`src/rtl/uart_rx_if.sv`:
```
// rtl/uart_rx_if.sv - serial line and byte-output bundle for the UART receiver
`timescale 1ns/1ps

interface uart_rx_if #(
  parameter int N = 8
);
  logic         i_rx;
  logic [N-1:0] o_data;
  logic         o_rx_valid;
  logic         o_frame_err;

  modport master (
    input  i_rx,
    output o_data,
    output o_rx_valid,
    output o_frame_err
  );

  modport slave (
    output i_rx,
    input  o_data,
    input  o_rx_valid,
    input  o_frame_err
  );
endinterface

```
`src/rtl/uart_rx.sv`:
```
// rtl/uart_rx.sv - 8N1 UART receiver, 16x oversampling, internal baud tick
`timescale 1ns/1ps

module uart_rx #(
  parameter int N          = 8,
  parameter int CLK_FREQ   = 50_000_000,
  parameter int BAUD       = 19200,
  parameter int OVERSAMPLE = 16
) (
  input  logic       clk,
  input  logic       rst,
  uart_rx_if.master  rx_if
);
  localparam int DIV = CLK_FREQ / (BAUD * OVERSAMPLE);
  localparam int DW  = (DIV > 1) ? $clog2(DIV) : 1;
  localparam int NW  = (N > 1) ? $clog2(N) : 1;
  localparam logic [DW-1:0] DIV_LAST = DW'(DIV - 1);
  localparam logic [NW-1:0] N_LAST   = NW'(N - 1);

  typedef enum logic [1:0] {IDLE, START, DATA, STOP} state_t;

  state_t        state_q, state_d;
  logic [DW-1:0] div_q, div_d;
  logic [3:0]    s_cnt_q, s_cnt_d;
  logic [NW-1:0] n_cnt_q, n_cnt_d;
  logic [N-1:0]  shreg_q, shreg_d;
  logic [N-1:0]  data_q, data_d;
  logic          valid_q, valid_d;
  logic          ferr_q, ferr_d;
  logic          sync1_q, sync1_d;
  logic          rx_s_q, rx_s_d;
  logic          tick;

  // Tick phase is free-running and never re-aligned to the start edge.
  assign tick = (div_q == DIV_LAST);

  always_comb begin
    state_d = state_q;
    s_cnt_d = s_cnt_q;
    n_cnt_d = n_cnt_q;
    shreg_d = shreg_q;
    data_d  = data_q;
    valid_d = 1'b0;
    ferr_d  = 1'b0;
    div_d   = tick ? '0 : div_q + DW'(1);
    sync1_d = rx_if.i_rx;
    rx_s_d  = sync1_q;

    case (state_q)
      IDLE: begin
        if (!rx_s_q) begin
          state_d = START;
          s_cnt_d = 4'd0;
        end
      end
      START: begin
        if (tick) begin
          if (s_cnt_q == 4'd7) begin
            if (!rx_s_q) begin
              state_d = DATA;
              s_cnt_d = 4'd0;
              n_cnt_d = '0;
            end else begin
              state_d = IDLE;
            end
          end else begin
            s_cnt_d = s_cnt_q + 4'd1;
          end
        end
      end
      DATA: begin
        if (tick) begin
          if (s_cnt_q == 4'd15) begin
            shreg_d = {rx_s_q, shreg_q[N-1:1]};
            s_cnt_d = 4'd0;
            if (n_cnt_q == N_LAST) begin
              state_d = STOP;
            end else begin
              n_cnt_d = n_cnt_q + NW'(1);
            end
          end else begin
            s_cnt_d = s_cnt_q + 4'd1;
          end
        end
      end
      STOP: begin
        // Leaving at mid stop bit lets a back-to-back start edge be caught from IDLE.
        if (tick) begin
          if (s_cnt_q == 4'd15) begin
            if (rx_s_q) begin
              data_d  = shreg_q;
              valid_d = 1'b1;
            end else begin
              ferr_d  = 1'b1;
            end
            state_d = IDLE;
          end else begin
            s_cnt_d = s_cnt_q + 4'd1;
          end
        end
      end
      default: state_d = IDLE;
    endcase
  end

  always_ff @(posedge clk or posedge rst) begin
    if (rst) begin
      state_q <= IDLE;
      div_q   <= '0;
      s_cnt_q <= 4'd0;
      n_cnt_q <= '0;
      shreg_q <= '0;
      data_q  <= '0;
      valid_q <= 1'b0;
      ferr_q  <= 1'b0;
      sync1_q <= 1'b1;
      rx_s_q  <= 1'b1;
    end else begin
      state_q <= state_d;
      div_q   <= div_d;
      s_cnt_q <= s_cnt_d;
      n_cnt_q <= n_cnt_d;
      shreg_q <= shreg_d;
      data_q  <= data_d;
      valid_q <= valid_d;
      ferr_q  <= ferr_d;
      sync1_q <= sync1_d;
      rx_s_q  <= rx_s_d;
    end
  end

  assign rx_if.o_data      = data_q;
  assign rx_if.o_rx_valid  = valid_q;
  assign rx_if.o_frame_err = ferr_q;
endmodule

```
`src/flat_wrapper.sv`:
```
// flat-port wrapper written by rule: the top's interface ports become plain ports
module uart_rx_flat 
#(
  parameter int N          = 8,
  parameter int CLK_FREQ   = 50_000_000,
  parameter int BAUD       = 19200,
  parameter int OVERSAMPLE = 16
)
  (clk, rst, rx_if_i_rx, rx_if_o_data, rx_if_o_rx_valid, rx_if_o_frame_err);
  uart_rx_if #(.N(N)) rx_if_i ();
  input  logic clk;
  input  logic rst;
  input wire logic [$bits(rx_if_i.i_rx)-1:0] rx_if_i_rx;
  output wire logic [$bits(rx_if_i.o_data)-1:0] rx_if_o_data;
  output wire logic [$bits(rx_if_i.o_rx_valid)-1:0] rx_if_o_rx_valid;
  output wire logic [$bits(rx_if_i.o_frame_err)-1:0] rx_if_o_frame_err;
  assign rx_if_i.i_rx = rx_if_i_rx;
  assign rx_if_o_data = rx_if_i.o_data;
  assign rx_if_o_rx_valid = rx_if_i.o_rx_valid;
  assign rx_if_o_frame_err = rx_if_i.o_frame_err;
  uart_rx #(.N(N), .CLK_FREQ(CLK_FREQ), .BAUD(BAUD), .OVERSAMPLE(OVERSAMPLE)) u_core (.clk(clk), .rst(rst), .rx_if(rx_if_i));
endmodule
```
`config.mk`:
```
export PLATFORM = sky130hd
export DESIGN_NAME = uart_rx_flat
export DESIGN_NICKNAME = d
export VERILOG_FILES = /design/src/rtl/uart_rx_if.sv /design/src/rtl/uart_rx.sv /design/src/flat_wrapper.sv
export SDC_FILE = /design/constraint.sdc
export NUM_CORES = 1
export LEC_CHECK = 0
export BUFFER_PORTS_ARGS = -buffer_cell sky130_fd_sc_hd__buf_4
export CORE_MARGIN = 1.5
export CORE_UTILIZATION = 60
export CTS_BUF_LIST = sky130_fd_sc_hd__clkbuf_4 sky130_fd_sc_hd__clkbuf_8
export DETAILED_ROUTE_END_ITERATION = 8
export PLACE_DENSITY = 0.84
export SLEW_MARGIN = 20
export SYNTH_ARGS = -nofsm -noshare
export SYNTH_HDL_FRONTEND = slang
export SYNTH_SLANG_ARGS = --single-unit
export TNS_END_PERCENT = 50
```
`constraint.sdc`:
```
create_clock -name clk -period 4 [get_ports clk]
set_input_delay 0.6 -clock clk [delete_from_list [all_inputs] [get_ports clk]]
set_output_delay 0.6 -clock clk [all_outputs]
set_load 0.005 [all_outputs]
```
==> results of run 1 <==
==> flip-flops by register name, summed over array words and instances (netlist names), named ones only <==
| signal | flops |
|---|---|
| u_core.n_cnt_q | 3 |
| u_core.rx_if.o_frame_err | 1 |
| u_core.rx_s_d | 1 |
| u_core.rx_if.o_rx_valid | 1 |
| u_core.rx_if.o_data | 8 |
| u_core.shreg_q | 8 |
| u_core.s_cnt_q | 4 |
| u_core.rx_s_q | 1 |
| u_core.div_q | 8 |
| u_core.state_q | 1 |
==> kinds of logic (layout without fill, tap and decap cells) <==
| family | count (synthesis) | in the layout | synth area share (%) |
|---|---|---|---|
| AOI/OAI and AO/OA | 15 | 15 | 6.26 |
| xor gates and xnor gates | 8 | 8 | 4.08 |
| adders and majority gates | 5 | 5 | 3.64 |
| DFF | 37 | 37 | 54.0 |
| buffers and inverters | 12 | 26 | 3.86 |
| and+or+nand+nor | 45 | 45 | 16.4 |
| muxes | 18 | 18 | 11.7 |
==> layout make-up <==
type,count,area [sq um]
clock buffers,8,66.3
inverters,5,18.8
repair buffers,13,97.6
fillers,181,861
well taps,31,38.8
flip-flops and latches,37,928
multi-input cells,91,723
==> power breakdown <==
part,switching (uW),internal [uW],leakage (uW)
registers,1.69,376,0.000491
clock network,112,100,0.0000394
logic,7.72,2.38,0.000387
==> per-layer routing <==
metal  GRT usage, %  vias to the layer above
met3           4.84                        7
met4           12.2                        0
met1           27.3                      542
met2           31.9                       34
met5              0                        -
li1               -                      527
==> metrics by stage <==
| stage | power (uW) | setup slack [ns] | utilization [%] | hold WS (ns) |
|---|---|---|---|---|
| floorplan | 391 | 2.17 | - | 0.345 |
| global placement | 395 | 2.13 | 66.1 | 0.349 |
| detailed placement | 395 | 2.02 | 66.1 | 0.347 |
| CTS | 606 | 2.01 | 68.5 | 0.360 |
| global route | 626 | 1.85 | 68.5 | 0.350 |
| finish | 600 | 2.00 | 68.5 | 0.355 |
==> synth_stat cells (3+ instances only) <==
cell	count	area [sq um]
xor2_1	3	26.3
a21oi_1	3	15.0
inv_1	5	18.8
dfrtp_1	35	876
a22o_1	3	26.3
buf_4	3	22.5
ha_1	5	62.6
mux2_2	17	191
xnor2_1	5	43.8
and3_1	4	25.0
nand3_1	10	50.1
nand2_1	4	15.0
o22ai_1	3	18.8
nor2_1	10	37.5
==> worst min path at each step <==
stage | from | endpoint | slack, ns | depth (start not counted)
6_report | rst | u_core.rx_if.o_data[0]$_DFFE_PP0P_ | 0.35 | 3
5_1_grt | rx_if_i_rx | u_core.rx_s_d$_DFF_PP1_ | 0.35 | 1
4_1_cts | rst | u_core.rx_if.o_data[0]$_DFFE_PP0P_ | 0.36 | 3
3_5_place_dp | u_core.rx_s_d$_DFF_PP1_ | u_core.rx_s_q$_DFF_PP1_ | 0.35 | 0
3_3_place_gp | u_core.rx_s_d$_DFF_PP1_ | u_core.rx_s_q$_DFF_PP1_ | 0.35 | 0
2_1_floorplan | u_core.rx_s_d$_DFF_PP1_ | u_core.rx_s_q$_DFF_PP1_ | 0.35 | 0
==> worst register-to-register path: stages (launching register included) <==
cell and delay (ns):
dfrtp_1 0.43, inv_1 0.09, ha_1 0.15, nor3b_4 0.35, and2_1 0.37, nand3_4 0.19, mux2_2 0.31
==> results.txt, run 1 <==
- The number of different library cells used by synthesis comes to 38.
- Across the run, the number of max-cap violations was 0.
* Global-route wire length before repair: 4.94 mm
* Total Nets Final: 161
* Number of standard cells in the final layout excluding fillers: 185
* Area of the die: 3190 sq um
* Total congestion overflow after global routing: 0
- Critical-path cell list: inv_1 -> ha_1 -> nor3b_4 -> and2_1 -> nand3_4 -> mux2_2
- The final number of max-transition violations is 0.
- In this run the number of cells on the critical path is 6.
- For this design the ratio of total power to cell area is 320 nW/um^2.
* Buffer count from post-CTS setup fixing: 0
- The endpoint identified for the worst register-to-register timing path is u_core.rx_if.o_data[4]$_DFFE_PP0P_.
- TritonCTS built the clock tree.
- Highest layer used for signal routing: met4
- The worst setup path is launched from a flip-flop.
- From synthesis to final layout, the design area changed by 9.03%.
* Routed met3 length: 110 um
- In this run the clock root is driven by a clkbuf_4.
* CTS clk-pin slew, worst paths: 0.11 ns
- Counting the buffers created by CTS gives 5.
- The critical path starts at u_core.div_q[1]$_DFF_PP0_.
* Number of cells upsized or downsized after cts: 0
- Worst vdd rail ir drop: 0.295 mV
- Number of inserted diodes: 0
- Counting flops with a built-in enable in the synthesized netlist gives 0.
- Die height: 56.5 um
- Summed over all cells, the static leakage comes to 0.000917 uW.
- In this run, synthesis produced a sequential element count of 37.
- Design Area, Final: 1870 sq um
* Latest clock arrival within the worst-skew pair: 0.34 ns
- For flop-to-flop paths, the worst setup slack is 2.00 ns.
- Critical path endpoint: u_core.rx_if.o_data[4]$_DFFE_PP0P_
- Leading cell types in the layout, fill and taps excluded: dfrtp_1 (35), mux2_2 (17), buf_4 (13)
- FFs w/ async S/R, synth: 100%
- Initial Utilization: 62.8%
- Sequential elements use 54.0% of the synthesized area.
* Standard cell area after detailed placement: 1810 sq um
- Fraction of final layout cells sized beyond drive strength 1: 27.9%
* Slew HR: 69.9%
- Minimum clock period: 2.00 ns
- At the pin with the least slew margin, the transition time is 0.451 ns.
- The number of failing hold endpoints at the final stage came to 0.
- GRT Resource Usage Total: 20.9%
* Average cell area after synthesis: 12.3 sq um
- DP Wirelength: 1.97 mm
- Number of remaining DRC errors: 0
* Synthesis Warnings: 0
- Count of boundary I/O pins: 13
- Critical Path RT: 4.22 ns
- For the final routed database, the setup TNS stands at 0 ns.
- Critical-path top delay cell: dfrtp_1
* Final estimated routing congestion in global placement: 0.885
* Class of the worst hold path: input port to asynchronous set/reset pin
- Crit path max-delay family: simple AND/OR/NAND/NOR gates
- In this run the worst path has a maximum fanout of 9.
- Once detail routing completed, the nets flagged for antenna violations numbered 0.
- For this block, the via count after detailed routing is 1110.
- The initial antenna violation count was 0.
- Among all flip-flop cells after synthesis, the most frequent one is dfrtp_1.
- Post-detailed-route via-to-cell ratio: 6.00
* Achievable frequency: 501 MHz
- Maximum number of pins on one net before global-route repair: 38
- On the worst path, the slowest cell contributes a delay of 0.43 ns.
- After synthesis the cells add up to 1720 sq um.
* Critical path arrival: 2.21 ns
* Worst-case reg-to-reg path depth: 6
- Htree depth: 2
- After the first detailed-routing iteration, the DRC count stood at 19.
- CP endpoint kind: flip-flop
* Total Routed Length: 2.83 mm
- The region available for standard cell placement spans 2730 sq um.
* WL met1: 1.23 mm
* Run status: finished clean
- Crit share post-route: 49.9%
* Synthesized netlist net count: 148
- In this run, post-CTS hold repair placed 0 buffers.
- Number of port buffers: 12
* Site Rows: 19
- Including well taps, the total number of placed cells is 177.
- The startpoint identified for the worst register-to-register timing path is u_core.div_q[1]$_DFF_PP0_.
* Clock sink count: 37
- The via count of the first global-routing pass was 1085.
* Setup repair after global routing missed its margin: false
- Together, buffers and inverters on the worst path number 1.
- Post-synthesis cell count: 140
- Summed over all nets, wire length on met2 after detailed routing comes to 1.42 mm.
* Commonest non-fill, non-tap cell in the layout: dfrtp_1
- The critical path in this run is classified as flip-flop to flip-flop.
* Die Wd: 56.5 um
- Setup violations remaining at the end of the flow were counted as 0.
- The first detailed-routing pass took 4 iterations.
* Post-Route Skew: 0.0140 ns
- Deepest clock path buffer count: 2
- Dividing the detail-routed wire length by the instance count gives 15.3 um.
No activity file was read; power rests on OpenSTA's default activity.
==> inputs of run 2 (changes only) <==
ABC_AREA = 1   (was unset)
CORE_UTILIZATION = 56   (was 60)
PLACE_DENSITY = 0.82   (was 0.84)
clock period = 1.66 ns   (was 4 ns; I/O delays follow)
==> results.txt, run 2 <==
- The flow ran to the end, and the final reports show no timing, DRC or antenna violations.
* Startpoint kind of the worst setup timing path: flip-flop
- Htree depth: 2
- The number of failing hold endpoints at the final stage came to 0.
- Class of the worst hold path: flip-flop to flip-flop
- Number of cells upsized or downsized after cts: 0
- The critical path in this run is classified as flip-flop to flip-flop.
* Setup repair after global routing missed its margin: false
* Power per cell area: 732 nW/um^2
- DP Wirelength: 2.25 mm
- The later pin in the worst-skew pair is clocked with a latency of 0.35 ns.
- The floorplan step defined a die boundary enclosing 3700 sq um.
- The floorplan has 20 rows.
- In the synthesized netlist the async set-or-reset flop fraction comes to 100%.
* Post-synthesis cell count: 218
- The routed layout has 1382 vias.
- Signed area change from the synthesized netlist to the final layout: 12.7%
- Clock sink count: 37
- The final number of max-transition violations is 0.
* Number of port buffers: 12
- Max-cap violations in this run came to 0.
- Initial Utilization: 60.3%
* Launching element of the worst setup path: u_core.div_q[1]$_DFF_PP0_
- Total congestion overflow after global routing: 0
- Achievable frequency: 664 MHz
- Setup Total Neg Slack: 0 ns
- After clock tree synthesis, the flow added hold-fix buffers numbering 2.
- In this run the cell area of the synthesized design comes to 1870 sq um.
- Minimum clock period: 1.51 ns
* Critical path endpoint: u_core.shreg_q[3]$_DFFE_PP0P_
* Worst vdd rail ir drop: 0.519 mV
- At the pin with the least slew margin, the transition time is 0.448 ns.
- By instance count, the leading cell after synthesis is nand2_1.
* Synthesized netlist net count: 226
- Leading cell types in the layout, fill and taps excluded: nand2_1 (69), dfrtp_1 (35), inv_1 (30)
* Core area: 3100 sq um
* Crit share post-route: 90.8%
* Root Driver: clkbuf_4
- Number of remaining DRC errors: 0
- After detailed routing, the number of vias per cell comes to 4.88.
- Die height: 60.8 um
- The library cell used most frequently in the layout, excluding fill and tap cells, is nand2_1.
- Maximum number of pins on one net before global-route repair: 38
- Post-Route Skew: 0.0157 ns
- Dividing the detail-routed wire length by the instance count gives 11.0 um.
- Average cell area after synthesis: 8.58 sq um
- The number of antenna diodes in the final layout is 0.
- Iteration count of the initial detailed-routing pass: 5
* Count of boundary I/O pins: 13
* Sequential share of the synthesized area: 49.6%
- Initial antenna violation count: 0
* Worst-case reg-to-reg path depth: 9
- After synthesis the netlist holds a flip-flop and latch count of 37.
- The number of setup buffers added after CTS is 0.
* Via count of the first global-routing pass: 1217
- The final layout contains routed wiring with a total length of 3.13 mm.
* CP endpoint kind: flip-flop
- Global routing used 20.3% of the available tracks across all layers.
- CTS clk-pin slew, worst paths: 0.12 ns
- Critical path arrival: 1.75 ns
- Primary flip-flop cell chosen by synthesis mapping: dfrtp_1
* Final estimated routing congestion in global placement: 0.802
- Capturing point of the worst reg2reg path: u_core.shreg_q[3]$_DFFE_PP0P_
- Global-route wire length before repair: 5.36 mm
- R2R setup slack: 0.15 ns
- In this run the horizontal extent of the chip is 60.8 um.
- The count of nets left with antenna violations once routing finished came out at 0.
* Cell type with the highest aggregate area in the netlist: dfrtp_1
- Critical register-to-register path startpoint: u_core.div_q[1]$_DFF_PP0_
- TritonCTS built the clock tree.
- Synth cell count leaders: nand2_1 (69), dfrtp_1 (35), inv_1 (30), nor2_1 (10), o21ai_0 (10)
- The filler cells instantiated in the layout total 286.
* Post-synth EDFFs: 0
* Count of routing violations after the opening detailed-route iteration: 79
* Unique cell type count in the Yosys netlist: 26
* Synthesis Warnings: 0
* Fraction of final layout cells sized beyond drive strength 1: 22.6%
- Total Nets Final: 247
- Including well taps, the total number of placed cells is 274.
* Slew HR: 70.1%
- Number of CTS-inserted buffers: 5
- Deepest clock path buffer count: 2
- Largest fanout on the critical path: 16
* Static Leakage: 0.00115 uW
* Share of Yosys cell area claimed by the top area cell type: 46.8%
- Critical Path RT: 1.90 ns
- Sum of internal, switching and leakage power: 1540 uW
* Setup violators final: 0
- Excluding fillers, the count of instances in the completed layout stands at 283.
- Largest cells by area after synthesis: dfrtp_1 (47%), nand2_1 (14%), inv_1 (6.0%), o21ai_2 (3.7%), ha_1 (3.3%)
run 2: changes by cell type after synthesis, sizes merged, moves of 4 or more:
cell | previous run | this run
and3 | 4 | 0
xnor2 | 5 | 0
nand2 | 4 | 75
mux2 | 17 | 0
buf | 6 | 1
inv | 5 | 37
o21ai | 1 | 21
nor2 | 10 | 16
run 2: critical path: stages (launching register included):
cell     delay (ns)
dfrtp_1        0.41
inv_1          0.06
ha_1           0.13
nand2_1        0.06
nor2_2         0.12
nand2_4        0.11
inv_6          0.09
nand3_4        0.18
nand2_1        0.16
o21ai_2        0.06
run 2: logic make-up after synthesis:
family	after synthesis	synth area share, %
adder cells (fa/ha/maj)	5	3.34
flip-flops	37	49.6
AO/OA/AOI/OAI	24	8.16
XOR/XNOR	4	1.87
buffers and inverters	39	8.49
AND/OR/NAND/NOR	109	28.5
run 2: final cells by class:
class | count | area, sq um | share of cell area (%)
well taps | 44 | 55.1 | 2.61
inverters | 37 | 144 | 6.82
multi-input cells | 142 | 783 | 37.2
flip-flops and latches | 37 | 928 | 44.0
clock inverters | 2 | 35.0 | 1.66
clock buffers | 5 | 37.5 | 1.78
repair buffers | 16 | 125 | 5.93
run 2: per-stage QoR:
step | hold WS, ns | instance area, sq um | setup slack (ns) | utilization [%]
2_1_floorplan | 0.253 | 1870 | 0.275 | -
3_3_place_gp | 0.346 | 2020 | 0.239 | 65.0
3_5_place_dp | 0.348 | 2020 | 0.173 | 65.0
4_1_cts | 0.363 | 2110 | 0.143 | 67.9
5_1_grt | 0.369 | 2110 | 0.0100 | 67.9
6_report | 0.361 | 2110 | 0.153 | 67.9
run 2: report_power, final:
part	internal (uW)	total, uW	switching [uW]
Sequential	905	907	2.05
Clock	307	599	293
Combinational	10.6	36.5	25.9
Total	1220	1540	321
run 2: layer usage:
metal / part of all wire, % / track usage (%) / vias up
li1: - / - / 719
met1: 48 / 27.7 / 632
met2: 46 / 30.4 / 25
met3: 3.8 / 7.04 / 6
met4: 1.5 / 6.83 / 0
met5: 0 / 0 / -
run 2: worst min path at each step:
stage	from	end	slack [ns]	depth (start not counted)
floorplan	rx_if_i_rx	u_core.rx_s_d$_DFF_PP1_	0.25	0
global placement	u_core.rx_s_d$_DFF_PP1_	u_core.rx_s_q$_DFF_PP1_	0.35	0
detailed placement	u_core.rx_s_d$_DFF_PP1_	u_core.rx_s_q$_DFF_PP1_	0.35	0
CTS	u_core.rx_s_d$_DFF_PP1_	u_core.rx_s_q$_DFF_PP1_	0.36	0
global route	u_core.rx_s_d$_DFF_PP1_	u_core.rx_s_q$_DFF_PP1_	0.37	0
finish	u_core.rx_s_d$_DFF_PP1_	u_core.rx_s_q$_DFF_PP1_	0.36	0
==> inputs of run 3 (changes only) <==
REMOVE_ABC_BUFFERS = 1   (was unset)
==> results.txt, run 3 (synthesized netlist as in run 2, its figures left out) <==
* Root Driver: clkbuf_4
- GRT Resource Usage Total: 20.3%
- For this run, global-route usage on met3 was measured as 5.12%.
* Largest fanout on the critical path: 6
- Sequential cells burn 62.0% of the power.
- The die is 60.8 um tall.
- The wire-length estimate of the detail-placed layout is 2.19 mm.
- Adding up every negative setup slack in the final design gives 0 ns.
- Once placement finished, the instance area stood at 2020 sq um.
* Final Hold Slack: 0.0118 ns
- Area occupied by registers: 928 sq um
* CTS clk-pin slew, worst paths: 0.11 ns
- Switching Power: 303 uW
- The number of failing hold endpoints at the final stage was 0.
* Iteration count of the initial detailed-routing pass: 4
- Summing all multi-input logic gate instances after layout gives 783 sq um.
- Site Rows: 20
- Setup repair after global routing missed its margin: false
- Critical path arrival: 1.75 ns
- The initial antenna violation count is 0.
- Number of standard cells in the final layout excluding fillers: 283
- Critical register-to-register path startpoint: u_core.div_q[1]$_DFF_PP0_
* Maximum number of pins on one net before global-route repair: 38
- Commonest non-fill, non-tap cell in the layout: nand2_1
- Filler cell count: 270
- At the worst endpoint, the required time is 1.93 ns.
- On the final layout, the worst clock skew is 0.00684 ns.
- Signed area change from the synthesized netlist to the final layout: 12.0%
- Number of port buffers: 12
- Total Routed Length: 2.99 mm
- The worst hold path belongs to the class input port to asynchronous set/reset pin.
* DRT antenna net count: 0
* Latest clock arrival within the worst-skew pair: 0.33 ns
- Logic gate share of total power: 2.3%
- Static timing analysis puts the maximum clock frequency at 677 MHz.
* Via count of the first global-routing pass: 1346
* Category of the critical setup timing path: flip-flop to flip-flop
- Total Nets Final: 246
- TritonCTS built the clock tree.
- Setup violations remaining at the end of the flow were counted as 0.
- The number of antenna diodes in the final layout is 0.
- Net switching is 20.7% of the power.
- In the global route stage, met2 resource usage came out at 34.4%.
- Number of placed instances, taps included: 274
* Core area: 3100 sq um
- Total congestion overflow after global routing: 0
- Clk network pwr share: 35.6%
* Leading cell types in the layout, fill and taps excluded: nand2_1 (69), dfrtp_1 (35), inv_1 (30)
- Worst vdd rail ir drop: 0.757 mV
- Clock sink count: 37
- In the finished design, the share of the clock period the worst path needs comes to 89.0%.
- The finished cells cover 2100 sq um.
* Static Leakage: 0.00115 uW
- Power per cell area: 698 nW/um^2
* Buffer count from post-CTS setup fixing: 0
- Via count of the routed design: 1382
- Startpoint kind of the worst setup timing path: flip-flop
- Across the run, the number of max-cap violations was 0.
- Utilization after layout: 67.5%
- Most crowded layer after global routing: met2
* CP endpoint kind: flip-flop
* Internal portion of total power: 1160 uW
- Die Wd: 60.8 um
* Routed wire per std cell: 10.6 um
* Actual transition at the worst max-transition pin: 0.449 ns
* Number of remaining DRC errors: 0
- Global routing consumed, on the met1 layer, 25.7% of the routing resources.
- No sink is reached through more buffers than the 2 on the longest clock path.
* Initial Utilization: 60.3%
* Slew HR: 70.1%
- Count of boundary I/O pins: 13
- In the final layout, the share of cells above drive strength 1 is 23.0%.
- Number of CTS-inserted buffers: 5
- Count of routing violations after the opening detailed-route iteration: 50
- Global-route wire length before repair: 5.58 mm
- Run status: finished clean
- Htree depth: 2
- The final number of max-transition violations was 0.
* Area of the die: 3700 sq um
- Launching element of the worst setup path: u_core.div_q[1]$_DFF_PP0_
- Minimum clock period: 1.48 ns
- Routability-driven placement finished with a final weighted congestion of 0.882.
* Post-detailed-route via-to-cell ratio: 4.88
==> run 3: worst paths after layout <==
| path | end | slack, ns | depth (start not counted) |
|---|---|---|---|
| worst min register to register | u_core.rx_s_q$_DFF_PP1_ | 0.37 | 0 |
| min in group clk | u_core.rx_s_q$_DFF_PP1_ | 0.37 | 0 |
| worst min-delay path | u_core.div_q[5]$_DFF_PP0_ | 0.01 | 3 |
| worst max-delay path | u_core.s_cnt_q[3]$_DFFE_PP0P_ | 0.18 | 10 |
| worst max register to register | u_core.s_cnt_q[3]$_DFFE_PP0P_ | 0.18 | 10 |
| max in group asynchronous | u_core.rx_s_d$_DFF_PP1_ | 1.30 | 3 |
==> run 3: through the flow <==
stage / setup WS [ns] / total power [uW]
2_1_floorplan: 0.308 / 944
3_3_place_gp: 0.242 / 959
3_5_place_dp: 0.190 / 959
4_1_cts: 0.170 / 1470
5_1_grt: 0.0123 / 1540
6_report: 0.183 / 1460
==> run 3: worst max-delay path, stage by stage (launching register included) <==
cell,delay (ns)
dfrtp_1,0.41
inv_1,0.06
ha_1,0.13
nand2_1,0.06
nor2_2,0.12
nand2_4,0.11
nand2_4,0.09
nand2_1,0.08
nor2_1,0.20
nand2_1,0.09
nand2_1,0.07
==> run 3: what timing repair did <==
action,in CTS,in global routing
resized for setup,0,1
setup endpoints to repair,0,1
hold buffers,0,1
endpoints found under the hold margin,0,1
==> run 3: area by class of cell <==
cell class / instances / share of cell area [%]
sequential: 37 / 44.3
tap: 44 / 2.63
multi-input combinational: 142 / 37.4
clock buffer: 7 / 3.10
timing repair buffer: 15 / 5.49
inverter: 37 / 6.87
clock inverter: 1 / 0.239
==> run 3: routing by layer <==
layer / vias up / wire length [um]
li1: 709 / -
met1: 650 / 1450
met2: 18 / 1410
met3: 5 / 94
met4: 0 / 40
met5: - / 0
==> run 3: power groups by stage <==
stage	clock, uW	sequential, uW	combinational (uW)
2_1_floorplan	0	924	20.2
4_1_cts	533	907	34.4
3_5_place_dp	0	925	34.0
5_1_grt	590	908	40.9
6_report	521	907	34.4
3_3_place_gp	0	925	34.2
